**config.mk**
```make
export PLATFORM = sky130hd
export DESIGN_NAME = sram_loader
export DESIGN_NICKNAME = d
export VERILOG_FILES = /design/src/rtl/sram_loader_pkg.sv /design/src/rtl/sram_loader_packer.sv /design/src/rtl/sram_loader.sv
export SDC_FILE = /design/constraint.sdc
export NUM_CORES = 1
export LEC_CHECK = 0
export ABC_AREA = 1
export CAP_MARGIN = 0
export CORE_ASPECT_RATIO = 1.5
export CORE_MARGIN = 4
export CORE_UTILIZATION = 35
export CTS_CLUSTER_DIAMETER = 50
export DETAILED_ROUTE_END_ITERATION = 10
export PLACE_DENSITY = 0.66
export SYNTH_ARGS = -nofsm -noshare
export SYNTH_HDL_FRONTEND = slang
export SYNTH_SLANG_ARGS = --single-unit
export TNS_END_PERCENT = 20
```
**constraint.sdc**
```tcl
create_clock -name loader_clk -period 1.81 [get_ports loader_clk]
set_input_delay 0.362 -clock loader_clk [delete_from_list [all_inputs] [get_ports loader_clk]]
set_output_delay 0.362 -clock loader_clk [all_outputs]
set_load 0.005 [all_outputs]
```
**src/rtl/sram_loader_pkg.sv**
```systemverilog
// sram_loader_pkg
//   Shared definitions for the SRAM loader: default geometry, the loader
//   state encoding and a small state-classification helper.
//   The readback-verify states are always enumerated. They are only reachable
//   when the design is built with SRAM_LOADER_VERIFY_EN defined.
package sram_loader_pkg;

    localparam int SL_DATA_WIDTH = 32;
    localparam int SL_ADDR_WIDTH = 13;
    localparam int RAM_DEPTH     = 8192;

    typedef enum logic [2:0] {
        ST_IDLE,
        ST_COLLECT,
        ST_WRITE,
        ST_VERIFY_RD,
        ST_VERIFY_CMP,
        ST_DONE,
        ST_ERROR
    } loader_state_t;

    // A load is in flight: start requests are ignored in these states.
    function automatic logic state_is_busy(input loader_state_t s);
        return (s == ST_COLLECT) || (s == ST_WRITE) ||
               (s == ST_VERIFY_RD) || (s == ST_VERIFY_CMP);
    endfunction

endpackage

```
**src/rtl/sram_loader_packer.sv**
```systemverilog
// sram_loader_packer
//   Assembles upstream bytes into SRAM words, little-endian: the first byte
//   of a word lands in bits [7:0].
//   Ports:
//     clk         rising-edge clock
//     srst        synchronous active-high reset (clears index and word)
//     clear       restart at byte lane 0 (new load); the word contents are kept
//     byte_accept byte transfers this cycle (valid && ready upstream)
//     byte_data   upstream byte
//     word        assembled word; held until the next word starts overwriting it
//     word_valid  combinational pulse: the final byte of a word is accepted now
module sram_loader_packer #(
    parameter int DATA_WIDTH = 32
) (
    input  logic                  clk,
    input  logic                  srst,
    input  logic                  clear,
    input  logic                  byte_accept,
    input  logic [7:0]            byte_data,
    output logic [DATA_WIDTH-1:0] word,
    output logic                  word_valid
);

    localparam int BYTES = DATA_WIDTH / 8;
    localparam int IDX_W = (BYTES > 1) ? $clog2(BYTES) : 1;

    logic [IDX_W-1:0] index_reg;
    logic             last_lane;

    assign last_lane  = (index_reg == IDX_W'(BYTES - 1));
    assign word_valid = byte_accept && last_lane;

    always_ff @(posedge clk) begin
        if (srst || clear) begin
            index_reg <= '0;
        end else if (byte_accept) begin
            index_reg <= last_lane ? '0 : index_reg + IDX_W'(1);
        end
    end

    // One register per byte lane; a lane loads only when the index selects it.
    for (genvar gi = 0; gi < BYTES; gi++) begin : g_lane
        logic [7:0] lane_reg;

        always_ff @(posedge clk) begin
            if (srst) begin
                lane_reg <= '0;
            end else if (byte_accept && !clear && (index_reg == IDX_W'(gi))) begin
                lane_reg <= byte_data;
            end
        end

        assign word[gi*8 +: 8] = lane_reg;
    end

endmodule

```
**src/rtl/sram_loader.sv**
```systemverilog
// sram_loader
//   Streams bytes from an SPI/microSD source into a synchronous SRAM.
//   Bytes are packed into words and each word is written to BASE_ADDR + n,
//   with the address wrapping modulo 2^ADDR_WIDTH.
//   Optional build macro: SRAM_LOADER_VERIFY_EN. When it is defined, every
//   write is read back and compared. A mismatch stops the load in ERROR.
//   Ports:
//     loader_clk, loader_rst     clock, synchronous active-high reset
//     loader_start               one-cycle load request (idle/done/error only)
//     loader_word_count          words to load, 0 .. 2^ADDR_WIDTH
//     loader_byte_valid/_data    upstream byte stream
//     loader_byte_ready          high only while collecting bytes
//     loader_sram_address/_data  SRAM address and write data
//     loader_sram_cs/_we         SRAM chip select / write enable
//     loader_sram_q              SRAM read data, valid the cycle after a read
//     loader_busy/_done/_error   status levels
//     loader_words_written       words committed in the current/last load
module sram_loader
    import sram_loader_pkg::*;
#(
    parameter int DATA_WIDTH = SL_DATA_WIDTH,
    parameter int ADDR_WIDTH = SL_ADDR_WIDTH,
    parameter int BASE_ADDR  = 0
) (
    input  logic                  loader_clk,
    input  logic                  loader_rst,
    input  logic                  loader_start,
    input  logic [ADDR_WIDTH:0]   loader_word_count,
    input  logic                  loader_byte_valid,
    input  logic [7:0]            loader_byte_data,
    output logic                  loader_byte_ready,
    output logic [ADDR_WIDTH-1:0] loader_sram_address,
    output logic [DATA_WIDTH-1:0] loader_sram_data,
    output logic                  loader_sram_cs,
    output logic                  loader_sram_we,
    input  logic [DATA_WIDTH-1:0] loader_sram_q,
    output logic                  loader_busy,
    output logic                  loader_done,
    output logic                  loader_error,
    output logic [ADDR_WIDTH:0]   loader_words_written
);

    localparam int CNT_W = ADDR_WIDTH + 1;
    localparam logic [CNT_W-1:0]      MAX_WORDS = {1'b1, {ADDR_WIDTH{1'b0}}};
    localparam logic [CNT_W-1:0]      CNT_ONE   = {{ADDR_WIDTH{1'b0}}, 1'b1};
    localparam logic [ADDR_WIDTH-1:0] BASE      = ADDR_WIDTH'(BASE_ADDR);

    loader_state_t state_reg, state_next;

    logic [CNT_W-1:0]      words_written_reg;
    logic [CNT_W-1:0]      target_reg;
    logic [ADDR_WIDTH-1:0] address_reg;
    logic                  ready_reg, cs_reg, we_reg;
    logic                  busy_reg, done_reg, error_reg;

    logic                  start_ok;
    logic                  byte_accept;
    logic                  word_valid;
    logic                  last_word;
    logic                  commit;
    logic [DATA_WIDTH-1:0] packed_word;

    assign byte_accept = loader_byte_valid && ready_reg;
    // The word being committed now is the final word of the load.
    assign last_word   = ((words_written_reg + CNT_ONE) == target_reg);

    sram_loader_packer #(
        .DATA_WIDTH (DATA_WIDTH)
    ) u_packer (
        .clk         (loader_clk),
        .srst        (loader_rst),
        .clear       (start_ok),
        .byte_accept (byte_accept),
        .byte_data   (loader_byte_data),
        .word        (packed_word),
        .word_valid  (word_valid)
    );

`ifdef SRAM_LOADER_VERIFY_EN
    logic verify_ok;
    assign verify_ok = (loader_sram_q == packed_word);
    assign commit    = (state_reg == ST_VERIFY_CMP) && verify_ok;
`else
    logic unused_sram_q;
    assign unused_sram_q = ^loader_sram_q;
    assign commit        = (state_reg == ST_WRITE);
`endif

    always_comb begin
        state_next = state_reg;
        start_ok   = 1'b0;
        case (state_reg)
            ST_IDLE, ST_DONE, ST_ERROR: begin
                if (loader_start) begin
                    start_ok = 1'b1;
                    if (loader_word_count == '0) begin
                        state_next = ST_DONE;
                    end else if (loader_word_count > MAX_WORDS) begin
                        state_next = ST_ERROR;
                    end else begin
                        state_next = ST_COLLECT;
                    end
                end
            end
            ST_COLLECT: begin
                if (word_valid) begin
                    state_next = ST_WRITE;
                end
            end
`ifdef SRAM_LOADER_VERIFY_EN
            ST_WRITE:     state_next = ST_VERIFY_RD;
            ST_VERIFY_RD: state_next = ST_VERIFY_CMP;
            ST_VERIFY_CMP: begin
                if (!verify_ok) begin
                    state_next = ST_ERROR;
                end else begin
                    state_next = last_word ? ST_DONE : ST_COLLECT;
                end
            end
`else
            ST_WRITE: state_next = last_word ? ST_DONE : ST_COLLECT;
`endif
            default: state_next = ST_IDLE;
        endcase
    end

    // State register plus outputs registered from the next state, so every
    // status/strobe output lines up with the state it describes.
    always_ff @(posedge loader_clk) begin
        if (loader_rst) begin
            state_reg         <= ST_IDLE;
            words_written_reg <= '0;
            target_reg        <= '0;
            address_reg       <= '0;
            ready_reg         <= 1'b0;
            cs_reg            <= 1'b0;
            we_reg            <= 1'b0;
            busy_reg          <= 1'b0;
            done_reg          <= 1'b0;
            error_reg         <= 1'b0;
        end else begin
            state_reg <= state_next;

            if (start_ok) begin
                words_written_reg <= '0;
                target_reg        <= loader_word_count;
            end else if (commit) begin
                words_written_reg <= words_written_reg + CNT_ONE;
            end

            // The committed count is the index of the word about to be written.
            if (state_next == ST_WRITE) begin
                address_reg <= BASE + words_written_reg[ADDR_WIDTH-1:0];
            end

            ready_reg <= (state_next == ST_COLLECT);
            cs_reg    <= (state_next == ST_WRITE) || (state_next == ST_VERIFY_RD);
            we_reg    <= (state_next == ST_WRITE);
            busy_reg  <= state_is_busy(state_next);
            done_reg  <= (state_next == ST_DONE);
            error_reg <= (state_next == ST_ERROR);
        end
    end

    assign loader_byte_ready    = ready_reg;
    assign loader_sram_address  = address_reg;
    assign loader_sram_data     = packed_word;
    assign loader_sram_cs       = cs_reg;
    assign loader_sram_we       = we_reg;
    assign loader_busy          = busy_reg;
    assign loader_done          = done_reg;
    assign loader_error         = error_reg;
    assign loader_words_written = words_written_reg;

endmodule
```
==> results.md, run 1 <==
- Result of the run: complete, but fails checks
- Violations in the final reports: negative setup slack
- Minimum setup slack in the final design: -27.03 ps
- Post-synthesis cell type count: 27
- Skew final: between 7 and 8 ps
- CTS H-Tree Depth: 3
- Die area: between 10000 and 15000 um^2
- Clock insertion delay at the later pin of the skew report: about 330 ps
- Min-delay src: u_packer.g_lane[2].lane_reg[0]
- Horizontal extent of the die: 91.81 um
- Switching power: 1.206 mW
- Fin Hold WS: 463.4 ps
- Number of buffers between clock root and the deepest sink: 2
- Clock tree from TritonCTS: done
- Number of maximum-capacitance violations: 0
- Final Core Density: 0.5465
- Global-route wire length before repair: approximately 18000 um
- Routability Congestion: 0.9234
- Initial core utilization: 0.3618
- Critical path arrival: approximately 2100 ps
- Power per cell area: between 800 and 900 nW/um^2
- WL per Instance: ~14 um
- Flip-flop count of the largest register after layout: 32
- Synthesized area: between 3000 and 4000 um^2
- DRC violation count after routing: 0
- Highest Clock Rate: ~540 MHz
- Hold Crit Class: flip-flop to flip-flop
- Placeable core area: 10190 um^2
- Vias per std cell: 4.889
- Share of synthesized area spent on multiplexers: 0
- Count of yosys warnings during synthesis: 0
- End point of the most critical hold path: u_packer.g_lane[2].lane_reg[0]
- Worst path cell trace: ha_4, nand2_4, nor2_4, nand2_1, nand3_1, nand2_2, nor2_2, nand2_1, nor2_2, nand2_1, nor2_1, nand2_2, nand2_2, nor2b_4
- Antenna cells: 0
- Count of nets after finishing: roughly 710
- Hold path cells: 2
- Max IR drop VDD: approximately 0.52 mV
- Sequential fraction of the synthesis area: 0.4561
- Final number of setup-violating endpoints: 1
- R2r setup slk: -30 ps
- Fraction of post-synthesis cell area in the top cell type by area: 0.4561
- Post-synthesis cell type with the largest combined area: dfxtp_1
- Relative slew slack: 0.7564
- IO buf count: 90
- Top fanout value on the critical path: 7
- Total wire length after detailed routing: approximately 11000 um
- CTS clk-pin slew, worst paths: roughly 60 ps
- Critical path required time: 2080 ps
- Avg Inst Size Synth: between 7 and 8 um^2
- Crit Reg-Reg Endpoint: loader_done
- Dominant cells by area after synthesis: dfxtp_1 46%, nand2_1 11%, a21oi_1 8.8%
- Fraction of the mapped netlist area in compound gates: 0.1534
- Net count of the mapped netlist: between 500 and 600
- Final HPWL DP: around 8500 um
- Boundary Pins: 123
- Master cell of the clock root buffer: clkbuf_16
- Yosys reg bits: 84
- Least-Margin Pin Slew: between 300 and 400 ps
- Share of the clock period used by the worst path after layout: 1.015
- Final critical path time including I/O delays and setup: roughly 1800 ps
- Fraction of the mapped netlist area in adder cells: 0.01697
- Total count of max-transition violations in the final report: 0
- Kind of start point of the critical path: flip-flop
- Crit Path Category: flip-flop to flip-flop
- Cell with the largest stage delay on the worst path: dfxtp_2
- Pleak: 2.183 nW
- CTS buffer count: 9
- Number of buffers added to fix hold violations after cts: 0
- Simple logic cell fraction of the synthesized area: 0.2881
- Kind of end point of the critical path: flip-flop
- Overflow left after global routing: 0
- Crit path max-delay family: simple AND/OR/NAND/NOR gates
- Clock sink count: 84
- Comb power frac: 0.169
- Largest family of logic cells by synthesized area: simple AND/OR/NAND/NOR gates
- Global Route Usage Sum: 0.1794
- R2r worst-path depth: 14
- Initial antenna violation count: 0
- Largest net degree at the start of global routing: 31
- Number of buffer and inverter stages on the critical path: 0
- Die Y-Extent: between 100 and 150 um
- Drt first-iter violations: 127
- Share of post-route cells with drive strength above 1: 0.1769
- Cell count after synthesis: slightly above 500
- Area delta synth->final: 51.03%
- Critical R2R Launch: loader_words_written[0]
- Number of rows created at floorplan: 45
- Share of total power consumed by net switching: 0.2590
- Post-route setup TNS: -27.03 ps
- XOR/XNOR share of the synthesized area: 0.01527
- P_int: 3.450 mW
- RSZ-0062 raised after global routing: true
- First drt pass iteration count: 4
- Antenna-violating nets left: 0
- Via count: just under 4000
- Fill cells: ~960
- Final hold violation count: 0
- Via count of the first global-routing pass: ~3700
- Relative contribution of sequential cells to total power: 0.430
- Post-layout instance count excluding filler cells: 791
- Worst stage delay on the critical path: around 350 ps
- Clock Power Share: 0.401
- Cell Count Post-Placement: ~770
-- kinds of logic after synthesis --
group | count (synthesis)
AOI/OAI and AO/OA | 112
xor gates and xnor gates | 4
adders and majority gates | 5
buffers and inverters | 68
DFF | 84
and+or+nand+nor | 242
-- cell usage after synthesis --
cell type and count:
buf_1 2, a211oi_1 1, buf_2 3, ha_1 5, clkinv_1 2, nand2_1 112
clkbuf_1 16, xor2_1 1, inv_1 44, nor2_2 6, nor2b_4 1, xnor3_1 1
inv_2 1, nor4_1 1, nand3_1 54, nand2_2 6, xnor2_1 1, nor2_4 3
a31oi_1 2, nor3b_1 1, a21oi_1 65, nand4_1 6, nor3_1 2, xnor2_2 1
o21ai_0 44, nor2_1 50, dfxtp_1 84
-- cells in the final DEF, fill, tap and decap left out, types with 12 or more instances in the layout --
cell	instances
a21oi_1	64
buf_4	43
clkdlybuf4s50_1	90
dfxtp_1	79
inv_1	40
nand2_1	103
nand2_2	12
nand3_1	48
nor2_1	44
o21ai_0	44
-- metrics by stage --
step                power, mW  worst slack [ps]  instance area, um^2
floorplan               2.407             64.92                 3687
global placement        2.724            -278.1                 5065
detailed placement      2.744            -254.3                 5065
CTS                     4.631            -50.08                 5421
global route            4.860            -127.9                 5569
finish                  4.656            -27.03                 5569
-- layer usage --
metal  up-vias  global-route usage  share of wire  wire length, um
met1      1781              0.1908           0.39             4446
met2       124              0.3290           0.53             5984
li1       1945                   -              -                -
met3        17             0.04407          0.055              620
met5         -                   0              0                0
met4         0             0.08182          0.023              261
-- power by group through the flow --
| stage | logic [mW] | clock network [mW] | registers [mW] |
|---|---|---|---|
| after floorplan | 0.371 | 0 | 2.04 |
| after global placement | 0.686 | 0 | 2.04 |
| after detailed placement | 0.703 | 0 | 2.04 |
| after CTS | 0.710 | 1.92 | 2.00 |
| after global routing | 0.858 | 1.99 | 2.01 |
| final | 0.785 | 1.87 | 2.00 |
-- area by class of cell --
| cell class | count | area (um^2) | area share |
|---|---|---|---|
| Inverter | 47 | 178.9 | 0.03213 |
| Clock buffer | 13 | 260.3 | 0.04673 |
| Clock inverter | 3 | 45.04 | 0.008088 |
| Sequential cell | 84 | 1690 | 0.3035 |
| Timing Repair Buffer | 140 | 1351 | 0.2426 |
| Multi-Input combinational cell | 363 | 1867 | 0.3352 |
| Tap cell | 141 | 176.4 | 0.03168 |
-- worst reg2reg max path, delay by kind of cell, from the launching register on --
kind	cells	cell delay [ps]
adder cells (fa/ha/maj)	1	170
AND/OR/NAND/NOR	13	1280
flip-flops	1	350
-- worst max-delay path by stage --
stage / from / slack, ps / cells after the start / endpoint
floorplan: loader_words_written[1] / 60 / 11 / loader_done
global placement: loader_word_count[6] / -280 / 9 / loader_done
detailed placement: loader_word_count[6] / -250 / 9 / loader_done
CTS: loader_words_written[1] / -50 / 14 / loader_done
global route: loader_words_written[0] / -130 / 14 / loader_done
finish: loader_words_written[0] / -30 / 14 / loader_done
-- timing repair --
| action | CTS | global route |
|---|---|---|
| setup endpoints to repair | 16 | 57 |
| gates cloned | 0 | 1 |
| resized for setup | 11 | 36 |
| setup buffers | 2 | 1 |
| pin swaps | 4 | 16 |
Power figures use the tool's default switching activity.
==> inputs of run 2 (changes only) <==
CTS_CLUSTER_SIZE = 40   (was unset)
PLACE_DENSITY = unset   (was 0.66)
PLACE_DENSITY_LB_ADDON = 0.15   (was unset)
SLEW_MARGIN = 10   (was unset)
==> results.md, run 2 (same netlist as run 1, synthesis figures left out) <==
- Largest net degree at the start of global routing: 30 (-3.2%)
- Number of buffer and inverter stages on the critical path: 2 (+2)
- Final critical path time including I/O delays and setup: 1837 ps (-0.03930 ps)
- Via count: 3845 (-0.57%)
- Top fanout value on the critical path: 6 (-1)
- Pwr Total: 4.823 mW (+3.6%)
- IO buf count: 90 (unchanged)
- RSZ-0062 raised after global routing: true
- Fill cells: 980 (+2.2%)
- Total count of max-transition violations in the final report: 0 (unchanged)
- Kind of start point of the critical path: flip-flop
- Least-Margin Pin Slew: 379.2 ps (+13.79 ps)
- Most frequent standard cell in the layout excluding fill and tap cells: nand2_1
- Minimum setup slack in the final design: -26.99 ps (+0.03930 ps)
- Area post-placement: 5042 um^2 (-0.44%)
- Clock tree from TritonCTS: done
- Initial core utilization: 0.3618 (unchanged)
- Skew final: 10.14 ps (+2.740 ps)
- Final hold violation count: 0 (unchanged)
- CTS H-Tree Depth: 3 (unchanged)
- Post-layout instance count excluding filler cells: 793 (+0.25%)
- Via count of the first global-routing pass: 3821 (+2.6%)
- Critical Path Source: loader_words_written[1]
- Horizontal extent of the die: 91.81 um (unchanged)
- Final HPWL DP: 8529 um (+0.24%)
- Clock insertion delay at the later pin of the skew report: 350 ps (+20 ps)
- CTS buffer count: 9 (unchanged)
- Drt first-iter violations: 128 (+0.79%)
- Kind of end point of the critical path: flip-flop
- Most used cells in the layout excluding fill and tap cells: 102 x nand2_1, 89 x clkdlybuf4s50_1, 80 x dfxtp_1
- Crit Path Category: flip-flop to flip-flop
- Most frequent CP cell: nand2_2
- Crit path max-delay family: simple AND/OR/NAND/NOR gates
- Cell Count Post-Placement: 773 (+0.26%)
- Routability Congestion: 0.8637 (-6.5%)
- Number of buffers between clock root and the deepest sink: 2 (unchanged)
- Worst stage delay on the critical path: 350 ps (about the same)
- Critical path arrival: 2120 ps (about the same)
- Final number of setup-violating endpoints: 2 (+1)
- Critical path required time: 2090 ps (about the same)
- Result of the run: complete, but fails checks
- Minimum setup slack after placement: -273.7 ps (-19.35 ps)
- Global Route Usage Sum: 0.1861 (+0.006730)
- Flip-flop count of the largest register after layout: 32 (unchanged)
- Violations in the final reports: negative setup slack
- Final standard cell area without fillers: 5563 um^2 (-0.11%)
- Placeable core area: 10190 um^2 (unchanged)
- Post-route setup TNS: -35.59 ps (-8.559 ps)
- Critical R2R Launch: loader_words_written[1]
- End point of the most critical hold path: u_packer.g_lane[2].lane_reg[2]
- Cell with the largest stage delay on the worst path: dfxtp_2
- Share of the clock period used by the worst path after layout: 1.015 (about the same)
- Boundary Pins: 123 (unchanged)
- Global-route wire length before repair: 18230 um (+3.9%)
- Number of maximum-capacitance violations: 0 (unchanged)
- Master cell of the clock root buffer: clkbuf_16
- Area delta synth->final: 50.87%
- Fin Hold WS: 462.0 ps (-1.427 ps)
- Die Y-Extent: 133.7 um (unchanged)
- Overflow left after global routing: 0 (unchanged)
- Clock sink count: 84 (unchanged)
- Count of nets after finishing: 710 (+0.28%)
- Max IR drop VDD: 0.5510 mV (+5.2%)
- Hold path cells: 2 (unchanged)
- Power per cell area: 867.0 nW/um^2 (+3.7%)
- Initial antenna violation count: 0 (unchanged)
- Worst path cell trace: buf_4, nand2_4, nor2_4, nand2_2, nand2_1, inv_1, nand2_1, nand3_1, nor2_1, nand3_1, nor2_2, nand2_2, nand2_2, nor2b_4
- Min-delay src: u_packer.g_lane[2].lane_reg[2]
- Total wire length after detailed routing: 11300 um (-0.12%)
- Pleak: 2.222 nW (+1.8%)
- R2r worst-path depth: 14 (unchanged)
- Number of rows created at floorplan: 45 (unchanged)
- Final Core Density: 0.5459 (-0.0006140)
- R2r setup slk: -30 ps (about the same)
- CTS clk-pin slew, worst paths: 70 ps (about the same)
- WL per Instance: 14.25 um (-0.38%)
- Highest Clock Rate: 544.4 MHz (about the same)
- Share of post-route cells with drive strength above 1: 0.1764 (-0.0005427)
- DRC violation count after routing: 0 (unchanged)
- Hold Crit Class: flip-flop to flip-flop
- First drt pass iteration count: 4 (unchanged)
- Vias per std cell: 4.849 (-0.82%)
- Die area: 12280 um^2 (unchanged)
- Crit Reg-Reg Endpoint: loader_done
- Relative slew slack: 0.7472 (-0.009193)
- Antenna cells: 0 (unchanged)
- Antenna-violating nets left: 0 (unchanged)
==> run 2: worst max path at each step <==
stage / to / slack [ps] / cells past startpoint
finish: loader_done / -30 / 14
global route: loader_done / -180 / 15
CTS: loader_done / -60 / 14
detailed placement: loader_done / -270 / 9
global placement: loader_done / -270 / 9
floorplan: loader_done / 60 / 11
==> run 2: timing repair <==
action | CTS | global route
pin swaps | 11 | 19
buffers inserted | 3 | 1
setup endpoints to repair | 5 | 55
gates resized for setup | 13 | 36
hold buffers | 0 | 0
==> run 2: layout make-up <==
| type | instances | area, um^2 | share of cell area |
|---|---|---|---|
| Clock buffer | 10 | 239.0 | 0.04296 |
| Timing Repair Buffer | 142 | 1324 | 0.2380 |
| Tap cell | 141 | 176.4 | 0.03171 |
| Inverter | 47 | 183.9 | 0.03306 |
| Multi-Input combinational cell | 363 | 1856 | 0.3336 |
| Clock inverter | 6 | 95.09 | 0.01709 |
| Sequential cell | 84 | 1689 | 0.3036 |
==> run 2: per-layer routing <==
metal  global-route usage  vias up  part of all wire
li1                     -     1956                 -
met1               0.1934     1746              0.39
met2               0.3489      113              0.52
met3              0.03616       30             0.044
met4              0.09421        0             0.039
met5                    0        -                 0
==> run 2: power breakdown <==
| part | switching [mW] | internal (mW) |
|---|---|---|
| Combinational | 0.416 | 0.349 |
| Clock | 0.796 | 1.26 |
| Sequential | 0.0557 | 1.94 |
| Total | 1.27 | 3.55 |
==> run 2: tightest hold or removal path: stages, from the launching register on <==
cell	delay [ps]
dfxtp_1	310
nand2_1	60
a21oi_1	50
